## src/rtl/neuron_out_serializer_pkg.sv

```systemverilog
// Shared types and helpers for the neuron output serializer.
// Holds the stream state encoding, default frame geometry and word slicing.
package serializer_pkg;

  typedef enum logic {
    IDLE   = 1'b0,
    STREAM = 1'b1
  } state_t;

  localparam int DWIDTH_DEF = 32;
  localparam int NUM_DEF    = 10;

  // LSB position of word k inside a flat bus of w-bit words.
  function automatic int word_lo(input int k, input int w);
    return k * w;
  endfunction

endpackage

```

## src/rtl/neuron_out_serializer_if.sv

```systemverilog
// Valid/ready word stream leaving the serializer: data, index and last marker.
interface neuron_out_serializer_if
  import serializer_pkg::*;
#(
  parameter int DWIDTH = DWIDTH_DEF,
  parameter int IDXW   = $clog2(NUM_DEF)
) ();

  logic signed [DWIDTH-1:0] out_data;
  logic [IDXW-1:0]          out_idx;
  logic                     out_valid;
  logic                     out_ready;
  logic                     out_last;

  modport master (
    output out_data, out_idx, out_valid, out_last,
    input  out_ready
  );

  modport slave (
    input  out_data, out_idx, out_valid, out_last,
    output out_ready
  );

endinterface

```

## src/rtl/neuron_out_serializer_shadow_bank.sv

```systemverilog
// Bank of NUM enabled word registers that snapshot a whole frame in one cycle.
module ser_shadow_bank
  import serializer_pkg::*;
#(
  parameter int DWIDTH = DWIDTH_DEF,
  parameter int NUM    = NUM_DEF
) (
  input  logic                  clk,
  input  logic                  reset,
  input  logic                  i_we,
  input  logic [NUM*DWIDTH-1:0] i_bus,
  output logic [NUM*DWIDTH-1:0] o_bank
);

  genvar gi;
  generate
    for (gi = 0; gi < NUM; gi++) begin : g_word
      logic [DWIDTH-1:0] r_word;

      always_ff @(posedge clk or negedge reset) begin
        if (!reset) begin
          r_word <= '0;
        end else if (i_we) begin
          r_word <= i_bus[word_lo(gi, DWIDTH) +: DWIDTH];
        end
      end

      assign o_bank[gi*DWIDTH +: DWIDTH] = r_word;
    end
  endgenerate

endmodule

```

## src/rtl/neuron_out_serializer.sv

```systemverilog
// Snapshots a parallel bank of neuron outputs on load and streams it one word
// per valid/ready transfer, pulsing done after the last word is accepted.
module neuron_out_serializer
  import serializer_pkg::*;
#(
  parameter int DWIDTH = DWIDTH_DEF,
  parameter int NUM    = NUM_DEF,
  parameter int IDXW   = $clog2(NUM)
) (
  input  logic                    clk,
  input  logic                    reset,
  input  logic                    load,
  input  logic [NUM*DWIDTH-1:0]   in_bus,
  output logic                    busy,
  output logic                    done,
  neuron_out_serializer_if.master m_out
);

  localparam logic [IDXW-1:0] LAST_IDX = IDXW'(NUM - 1);

  state_t                r_state;
  state_t                w_state_next;
  logic [IDXW-1:0]       r_idx;
  logic [IDXW-1:0]       w_idx_next;
  logic                  r_done;
  logic                  w_done_next;
  logic                  w_load_en;
  logic                  w_fire;
  logic [NUM*DWIDTH-1:0] w_bank;

  ser_shadow_bank #(
    .DWIDTH(DWIDTH),
    .NUM   (NUM)
  ) u_bank (
    .clk   (clk),
    .reset (reset),
    .i_we  (w_load_en),
    .i_bus (in_bus),
    .o_bank(w_bank)
  );

  always_ff @(posedge clk or negedge reset) begin
    if (!reset) begin
      r_state <= IDLE;
      r_idx   <= '0;
      r_done  <= 1'b0;
    end else begin
      r_state <= w_state_next;
      r_idx   <= w_idx_next;
      r_done  <= w_done_next;
    end
  end

  always_comb begin
    w_state_next = r_state;
    w_idx_next   = r_idx;
    w_done_next  = 1'b0;
    w_load_en    = 1'b0;
    w_fire       = 1'b0;
    case (r_state)
      IDLE: begin
        // A load while streaming never reaches the bank: enable exists only here.
        if (load) begin
          w_load_en    = 1'b1;
          w_idx_next   = '0;
          w_state_next = STREAM;
        end
      end
      STREAM: begin
        w_fire = m_out.out_ready;
        if (w_fire) begin
          if (r_idx == LAST_IDX) begin
            w_idx_next   = '0;
            w_done_next  = 1'b1;
            w_state_next = IDLE;
          end else begin
            w_idx_next = r_idx + 1'b1;
          end
        end
      end
      default: w_state_next = IDLE;
    endcase
  end

  // Outputs decode registered state only, so out_ready never reaches out_valid.
  assign busy            = (r_state == STREAM);
  assign done            = r_done;
  assign m_out.out_valid = busy;
  assign m_out.out_idx   = r_idx;
  assign m_out.out_last  = busy && (r_idx == LAST_IDX);
  assign m_out.out_data  = busy ? $signed(w_bank[word_lo(int'(r_idx), DWIDTH) +: DWIDTH])
                                : '0;

endmodule

```

## src/flat_wrapper.sv

```systemverilog
// flat-port wrapper written by rule: the top's interface ports become plain ports
module neuron_out_serializer_flat import serializer_pkg::*;
#(
  parameter int DWIDTH = DWIDTH_DEF,
  parameter int NUM    = NUM_DEF,
  parameter int IDXW   = $clog2(NUM)
)
  (clk, reset, load, in_bus, busy, done, m_out_out_data, m_out_out_idx, m_out_out_valid, m_out_out_last, m_out_out_ready);
  neuron_out_serializer_if #(.DWIDTH(DWIDTH), .IDXW(IDXW)) m_out_i ();
  input  logic clk;
  input  logic reset;
  input  logic load;
  input  logic [NUM*DWIDTH-1:0] in_bus;
  output logic busy;
  output logic done;
  output wire logic [$bits(m_out_i.out_data)-1:0] m_out_out_data;
  output wire logic [$bits(m_out_i.out_idx)-1:0] m_out_out_idx;
  output wire logic [$bits(m_out_i.out_valid)-1:0] m_out_out_valid;
  output wire logic [$bits(m_out_i.out_last)-1:0] m_out_out_last;
  input wire logic [$bits(m_out_i.out_ready)-1:0] m_out_out_ready;
  assign m_out_out_data = m_out_i.out_data;
  assign m_out_out_idx = m_out_i.out_idx;
  assign m_out_out_valid = m_out_i.out_valid;
  assign m_out_out_last = m_out_i.out_last;
  assign m_out_i.out_ready = m_out_out_ready;
  neuron_out_serializer #(.DWIDTH(DWIDTH), .NUM(NUM), .IDXW(IDXW)) u_core (.clk(clk), .reset(reset), .load(load), .in_bus(in_bus), .busy(busy), .done(done), .m_out(m_out_i));
endmodule
```

## config.mk

```make
export PLATFORM = sky130hd
export DESIGN_NAME = neuron_out_serializer_flat
export DESIGN_NICKNAME = d
export VERILOG_FILES = /design/src/rtl/neuron_out_serializer_pkg.sv /design/src/rtl/neuron_out_serializer_if.sv /design/src/rtl/neuron_out_serializer_shadow_bank.sv /design/src/rtl/neuron_out_serializer.sv /design/src/flat_wrapper.sv
export SDC_FILE = /design/constraint.sdc
export NUM_CORES = 1
export LEC_CHECK = 0
export CELL_PAD_IN_SITES_DETAIL_PLACEMENT = 0
export CELL_PAD_IN_SITES_GLOBAL_PLACEMENT = 1
export CORE_MARGIN = 2
export CORE_UTILIZATION = 44
export CTS_CLUSTER_SIZE = 10
export DETAILED_ROUTE_END_ITERATION = 8
export GPL_TIMING_DRIVEN = 0
export PLACE_DENSITY_LB_ADDON = 0.2
export SYNTH_ARGS = -nofsm -noshare
export SYNTH_HDL_FRONTEND = slang
export SYNTH_SLANG_ARGS = --single-unit
```

## constraint.sdc

```tcl
create_clock -name clk -period 5.25 [get_ports clk]
set_input_delay 1.575 -clock clk [delete_from_list [all_inputs] [get_ports clk]]
set_output_delay 1.575 -clock clk [all_outputs]
set_load 0.005 [all_outputs]
```

==> key figures, run 1 <==
Status
  – Status: finished clean

STA
  – Rel. slew slack: 0.541
  – Layout Skew: 8.74 ps
  – Final period util: 0.918
  – Min cycle time layout: about 4800 ps
  – Count of final setup violators: 0
  – Setup TNS: 0 ps
  – RSZ-0062 raised after global routing: false
  – Max-slew violations: 0
  – Fmax: between 200 and 250 MHz
  – Worst setup margin: 433 ps
  – Final Hold Vio Count: 0
  – Worst-Margin Slew: slightly below 700 ps

Power
  – P_leak: between 8 and 9 nW
  – VDD IR-drop max: ~280 uV
  – Power Density: about 570 nW/um2

GRT
  – First-pass GRT wire length: between 60,000 and 70,000 um
  – Initial antenna violation count: 7
  – Total gr overflow: 0
  – Via count of the first global-routing pass: roughly 11,000
  – Largest net degree at the start of global routing: around 120
  – Tot GR Track Use: 0.254

Clocking
  – CTS Buffer Depth: 3
  – CTS buffer count: 39
  – Post-CTS setup repair buffer count: 0
  – Post-CTS sizing: 0
  – Clock slew at reported path FFs: roughly 50 ps
  – CTS H-tree depth: 2
  – Worst skew pair latency: around 520 ps
  – CTS tree: done
  – CTS Hold Bufs: 0
  – Clock Root Buffer: clkbuf_16
  – Clock Sinks: approximately 330

Synth
  – Post-synth EDFFs: 0
  – Adder-cell share of the synthesized area: 0.00166
  – Asr flop ratio synth: 1.00
  – Multiplexer share of the synthesized area: 0.354
  – Simple-Gate Fraction of Synth Area: 0.0133
  – Seq/Total Area, Yosys: 0.541
  – Cell Area, Synth: around 15,000 um2
  – Main synth FF type: dfrtp_1
  – Mean Syn Cell Area: ~15 um2
  – Largest family of logic cells by synthesized area: multiplexers
  – Number of synthesis warnings: 0
  – Synth Area in XOR/XNOR: 0.000580
  – Syn nets: ~1,300
  – Synth unique cells: 26
  – Synth Register Bits: about 330
  – Synth Instances: around 1,000
  – Post-synthesis compound-gate area fraction: 0.0553

Final layout
  – Seq. cell area: 8160 um2
  – Fillers: between 2,000 and 3,000
  – Share of cells above drive strength 1: 0.348
  – Area Growth Syn to Fin: 35.8%
  – Final Util: 0.609
  – Area of the multi-input gates: approximately 6400 um2
  – Layout Nets: ~1,700

Route
  – DR vias/cell: approximately 5.4
  – Via count: between 10,000 and 15,000
  – Routed WL per cell: around 24 um
  – Pre-antenna DRT Iters: 5
  – Post-route ant nets: 0
  – DRT Wirelength: 45,300 um
  – # DRC: 0
  – 1st-iter DRT viols: 437

Setup path
  – CP top delay family: buffers and inverters
  – Setup CP Type: reg -> out
  – CP max stage cell: clkdlybuf4s50_1
  – CP bufs+invs: 4
  – Crit start category: flip-flop
  – CP Capture Type: output pin
  – Critical Path, Cell by Cell: buf_6, nor3b_1, buf_2, clkbuf_1, nand2_1, a211oi_1, clkdlybuf4s50_1
  – CP Data Required Time: 3680 ps
  – Largest stage delay, worst path: 590 ps
  – Worst EP arrival: between 3000 and 4000 ps
  – Crit-path max FO: 10

Min path
  – Hold WC Path Type: reg -> reg

Placement
  – Post-place setup slack: 961 ps
  – RePlAce Congestion: ~0.8
  – Dpl hpwl: between 30,000 and 40,000 um
  – PortBufs: between 300 and 400

Die
  – Die height: roughly 190 um
  – Initial core utilization: 0.449
  – Core area: 33,600 um2
  – Die X-Extent: 189 um
  – Rows: 67
  – Die area: ~36,000 um2
  – IO Pins: approximately 360

Run
  – Maxcap violations: 0
## final cells by class
| class | count | share of cell area |
|---|---|---|
| timing repair buffer | 366 | 0.182 |
| inverter | 3 | 0.000550 |
| multi-input combinational | 601 | 0.313 |
| sequential | 326 | 0.398 |
| clock buffer | 51 | 0.0539 |
| tap | 448 | 0.0274 |
| buffer | 83 | 0.0253 |
| antenna | 5 | 0.000611 |
## layout by cell type, fill, tap and decap left out, drive strengths merged, types with 5 or more instances in the layout
master and n:
clkdlybuf4s50 362, mux4 32, clkbuf 70, a211oi 64, diode 5, buf 68, a221o 32, mux2 352
mux2i 65, dfrtp 326, nand2 36
## kinds of logic (layout without fill, tap and decap cells)
kind of cell | count (synthesis) | count (layout)
flops | 326 | 326
compound gates | 101 | 101
mux | 449 | 449
simple gates | 48 | 48
buf+inv | 86 | 503
other cells | 0 | 5
xor+xnor | 1 | 1
fa+ha+maj | 2 | 2
## flip-flops by register name, summed over array words and instances, names as in the netlist
name                         flops
u_core.busy                      1
u_core.m_out.out_idx             4
u_core.done                      1
u_core.u_bank.g_word.r_word    320
## routing by layer
metal / track usage / vias to the layer above / part of all wire
li1: - / 4602 / -
met1: 0.329 / 5208 / 0.42
met2: 0.426 / 316 / 0.49
met3: 0.0638 / 65 / 0.076
met4: 0.0670 / 4 / 0.020
met5: 0 / - / 0.00060
## per-stage QoR
step	cells	power, W	hold WS [ps]	area (um2)
final	1883	0.0117	500	20500
after global routing	1881	0.0124	509	20500
after CTS	1878	0.0119	503	20500
after detailed placement	1827	0.00941	491	19400
after global placement	1824	0.00929	483	19300
after floorplan	1013	0.00735	475	15100
## cells in the mapped netlist, types with 2 or more instances
library cell	n	area (um2)
nand2_1	36	135
buf_2	49	245
mux2_2	352	3960
buf_4	4	30.0
nand3_1	2	10.0
mux4_2	32	721
buf_12	5	100
a221o_1	32	320
inv_1	3	11.3
a211oi_1	64	480
nor2b_1	2	12.5
nor2_1	4	15.0
ha_1	2	25.0
dfrtp_1	326	8160
buf_6	5	56.3
clkbuf_1	19	71.3
o21ai_0	3	15.0
mux2i_1	65	651
## worst paths after layout
| check | cells past startpoint | slack [ps] | startpoint | endpoint |
|---|---|---|---|---|
| setup / recovery | 7 | 430 | u_core.m_out.out_idx[1]$_DFFE_PN0P_ | m_out_out_data[21] |
| hold / removal | 1 | 500 | u_core.u_bank.g_word[2].r_word[15]$_DFFE_PN0P_ | u_core.u_bank.g_word[2].r_word[15]$_DFFE_PN0P_ |
| setup reg to reg | 6 | 3020 | u_core.busy$_DFF_PN0_ | u_core.u_bank.g_word[3].r_word[23]$_DFFE_PN0P_ |
| hold reg to reg | 1 | 500 | u_core.u_bank.g_word[2].r_word[15]$_DFFE_PN0P_ | u_core.u_bank.g_word[2].r_word[15]$_DFFE_PN0P_ |
| max in group asynchronous | 3 | 3140 | reset | u_core.u_bank.g_word[3].r_word[16]$_DFFE_PN0P_ |
| min in group asynchronous | 1 | 920 | reset | u_core.u_bank.g_word[4].r_word[3]$_DFFE_PN0P_ |
## power breakdown
group          total [W]  internal (W)  switching [W]
Clock            0.00243       0.00144       0.000989
Sequential       0.00433       0.00373       0.000607
Combinational    0.00498       0.00294        0.00205
Total             0.0117       0.00811        0.00364
(Power assumes the default switching activity.)
==> inputs of run 2 (changes only) <==
CTS_CLUSTER_DIAMETER = 80   (was default)
==> run 2 against run 1 <==
Effect of this change:
- worst hold slack hardly changed
- non-clock buffer count is the same
- clock skew up 0.72 ps
- combinational power about the same
- sequential power is essentially flat
- routed wire length grew 0.22%
- final area is 0.54% lower
- critical path type unchanged
- largest cell class unchanged
- largest power group unchanged
- highest routed layer unchanged
==> key figures, run 2 (synthesis gave the netlist of run 1 again) <==
Placement
  – Dpl hpwl: 34,000 um (unchanged)
  – Post-place setup slack: 961 ps (unchanged)
  – Post-placement cell count: 1,827 (unchanged)
  – RePlAce Congestion: 0.812 (unchanged)
  – PortBufs: 363 (unchanged)
  – Placed cell area: 19,400 um2 (unchanged)

STA
  – Min cycle time layout: 4840 ps (was 4820 ps)
  – Worst-Margin Slew: 800 ps (was 689 ps)
  – Hold Slack: 500 ps (about the same)
  – Fmax: 207 MHz (was 208 MHz)
  – Rel. slew slack: 0.467 (was 0.541)
  – Count of final setup violators: 0 (unchanged)
  – Final Hold Vio Count: 0 (unchanged)
  – Final period util: 0.922 (was 0.918)
  – Layout Skew: 9.47 ps (was 8.74 ps)
  – Setup TNS: 0 ps (unchanged)
  – Worst setup margin: 411 ps (was 433 ps)
  – RSZ-0062 raised after global routing: false (unchanged)
  – Max-slew violations: 0 (unchanged)

Final layout
  – Area Growth Syn to Fin: 35.0% (was 35.8%)
  – Share of cells above drive strength 1: 0.347 (was 0.348)
  – Largest register FFs: 320 (unchanged)
  – Layout Nets: 1,745 (was 1,746)
  – Commonest non-fill, non-tap cell in the layout: clkdlybuf4s50_1 (unchanged)
  – Finished Layout Cells: 1,874 (was 1,883)
  – Fin area: 20,400 um2 (was 20,500 um2)
  – Commonest cells after routing, fill and taps aside: clkdlybuf4s50_1 (362), mux2_2 (352), dfrtp_1 (326) (unchanged)
  – Largest Register: u_core.u_bank.g_word.r_word (unchanged)

Min path
  – Hold WC Path Type: reg -> reg (unchanged)

Clocking
  – Post-CTS sizing: 0 (unchanged)
  – CTS H-tree depth: 2 (unchanged)
  – Clock Root Buffer: clkbuf_16 (unchanged)
  – CTS Buffer Depth: 3 (unchanged)
  – CTS Hold Bufs: 0 (unchanged)
  – CTS tree: done (unchanged)
  – Post-CTS setup repair buffer count: 0 (unchanged)
  – Clock slew at reported path FFs: 60 ps (was 50 ps)
  – Clock Sinks: 326 (unchanged)
  – Worst skew pair latency: 510 ps (was 520 ps)
  – CTS buffer count: 38 (was 39)

Die
  – Rows: 67 (unchanged)
  – Core area: 33,600 um2 (unchanged)
  – Die height: 189 um (unchanged)
  – Initial core utilization: 0.449 (unchanged)
  – Die area: 35,800 um2 (unchanged)
  – IO Pins: 364 (unchanged)
  – Die X-Extent: 189 um (unchanged)

Setup path
  – CP Data Required Time: 3680 ps (about the same)
  – Crit-path max FO: 10 (unchanged)
  – Setup CP Type: reg -> out (unchanged)
  – Crit start category: flip-flop (unchanged)
  – CP Capture Type: output pin (unchanged)
  – Worst EP arrival: 3260 ps (was 3240 ps)

GRT
  – Tot GR Track Use: 0.254 (about the same)
  – First-pass GRT wire length: 68,000 um (was 67,700 um)
  – Total gr overflow: 0 (unchanged)
  – Largest net degree at the start of global routing: 117 (unchanged)
  – Initial antenna violation count: 7 (unchanged)
  – Via count of the first global-routing pass: 11,100 (was 11,000)

Route
  – Routed WL per cell: 24.2 um (was 24.1 um)
  – Post-route ant nets: 0 (unchanged)
  – DR vias/cell: 5.43 (was 5.41)
  – Pre-antenna DRT Iters: 4 (was 5)
  – Via count: 10,200 (about the same)
  – 1st-iter DRT viols: 390 (was 437)
  – # DRC: 0 (unchanged)
  – DRT Wirelength: 45,400 um (was 45,300 um)

Status
  – Status: finished clean (unchanged)

Power
  – VDD IR-drop max: 286 uV (was 284 uV)
  – Power Density: 570 nW/um2 (was 573 nW/um2)
  – P_leak: 8.55 nW (was 8.60 nW)

Run
  – Maxcap violations: 0 (unchanged)
[run 2: cell count changes in the layout (fill, tap and decap cells not counted)]
cell / change
clkbuf_16: -2
clkbuf_8: -4
clkinv_2: +1
clkbuf_1: -5
inv_6: +1
[run 2: per-layer routing]
layer | global-route usage | wire length [um] | vias to the layer above | share of wire
met5 | 0 | 32 | - | 0.00070
met4 | 0.0679 | 1040 | 6 | 0.023
met3 | 0.0665 | 3360 | 68 | 0.074
met2 | 0.426 | 22000 | 311 | 0.49
met1 | 0.328 | 19000 | 5189 | 0.42
li1 | - | - | 4593 | -
[run 2: stage by stage]
step / utilization / total power [W]
2_1_floorplan: - / 0.00735
5_1_grt: 0.606 / 0.0123
4_1_cts: 0.606 / 0.0117
6_report: 0.606 / 0.0116
3_5_place_dp: 0.576 / 0.00941
3_3_place_gp: 0.574 / 0.00929
[run 2: power by group]
part / internal [W] / leakage [nW] / total [W] / switching [W]
Sequential: 0.00373 / 4.00 / 0.00433 / 0.000607
Combinational: 0.00293 / 4.06 / 0.00498 / 0.00205
Clock: 0.00131 / 0.490 / 0.00229 / 0.000985
Total: 0.00797 / 8.55 / 0.0116 / 0.00364
[run 2: worst max-delay path: stages, from the launching register on]
cell and delay, ps:
dfrtp_1 430, buf_6 180, nor3b_1 180, buf_2 250, clkbuf_1 560, nand2_1 110
a211oi_1 430, clkdlybuf4s50_1 600
[run 2: area by class of cell]
| cell class | count | area (um2) |
|---|---|---|
| Fill cell | 2697 | 13200 |
| Inverter | 3 | 11.3 |
| Clock buffer | 40 | 980 |
| Clock inverter | 2 | 13.8 |
| Tap cell | 448 | 561 |
| Antenna cell | 5 | 12.5 |
| Timing Repair Buffer | 366 | 3720 |
| Multi-Input combinational cell | 601 | 6400 |
| Buffer | 83 | 518 |
| Sequential cell | 326 | 8160 |
[run 2: final timing paths]
path                       depth (start not counted)  slack (ps)                                        endpoint                                     startpoint
max                                                7         410                              m_out_out_data[21]            u_core.m_out.out_idx[1]$_DFFE_PN0P_
min                                                1         500   u_core.u_bank.g_word[0].r_word[9]$_DFFE_PN0P_  u_core.u_bank.g_word[0].r_word[9]$_DFFE_PN0P_
max reg2reg                                        6        3010  u_core.u_bank.g_word[3].r_word[15]$_DFFE_PN0P_                          u_core.busy$_DFF_PN0_
min reg2reg                                        1         500   u_core.u_bank.g_word[0].r_word[9]$_DFFE_PN0P_  u_core.u_bank.g_word[0].r_word[9]$_DFFE_PN0P_
max in group asynchronous                          3        3140  u_core.u_bank.g_word[9].r_word[16]$_DFFE_PN0P_                                          reset
min in group asynchronous                          1         920   u_core.u_bank.g_word[4].r_word[3]$_DFFE_PN0P_                                          reset
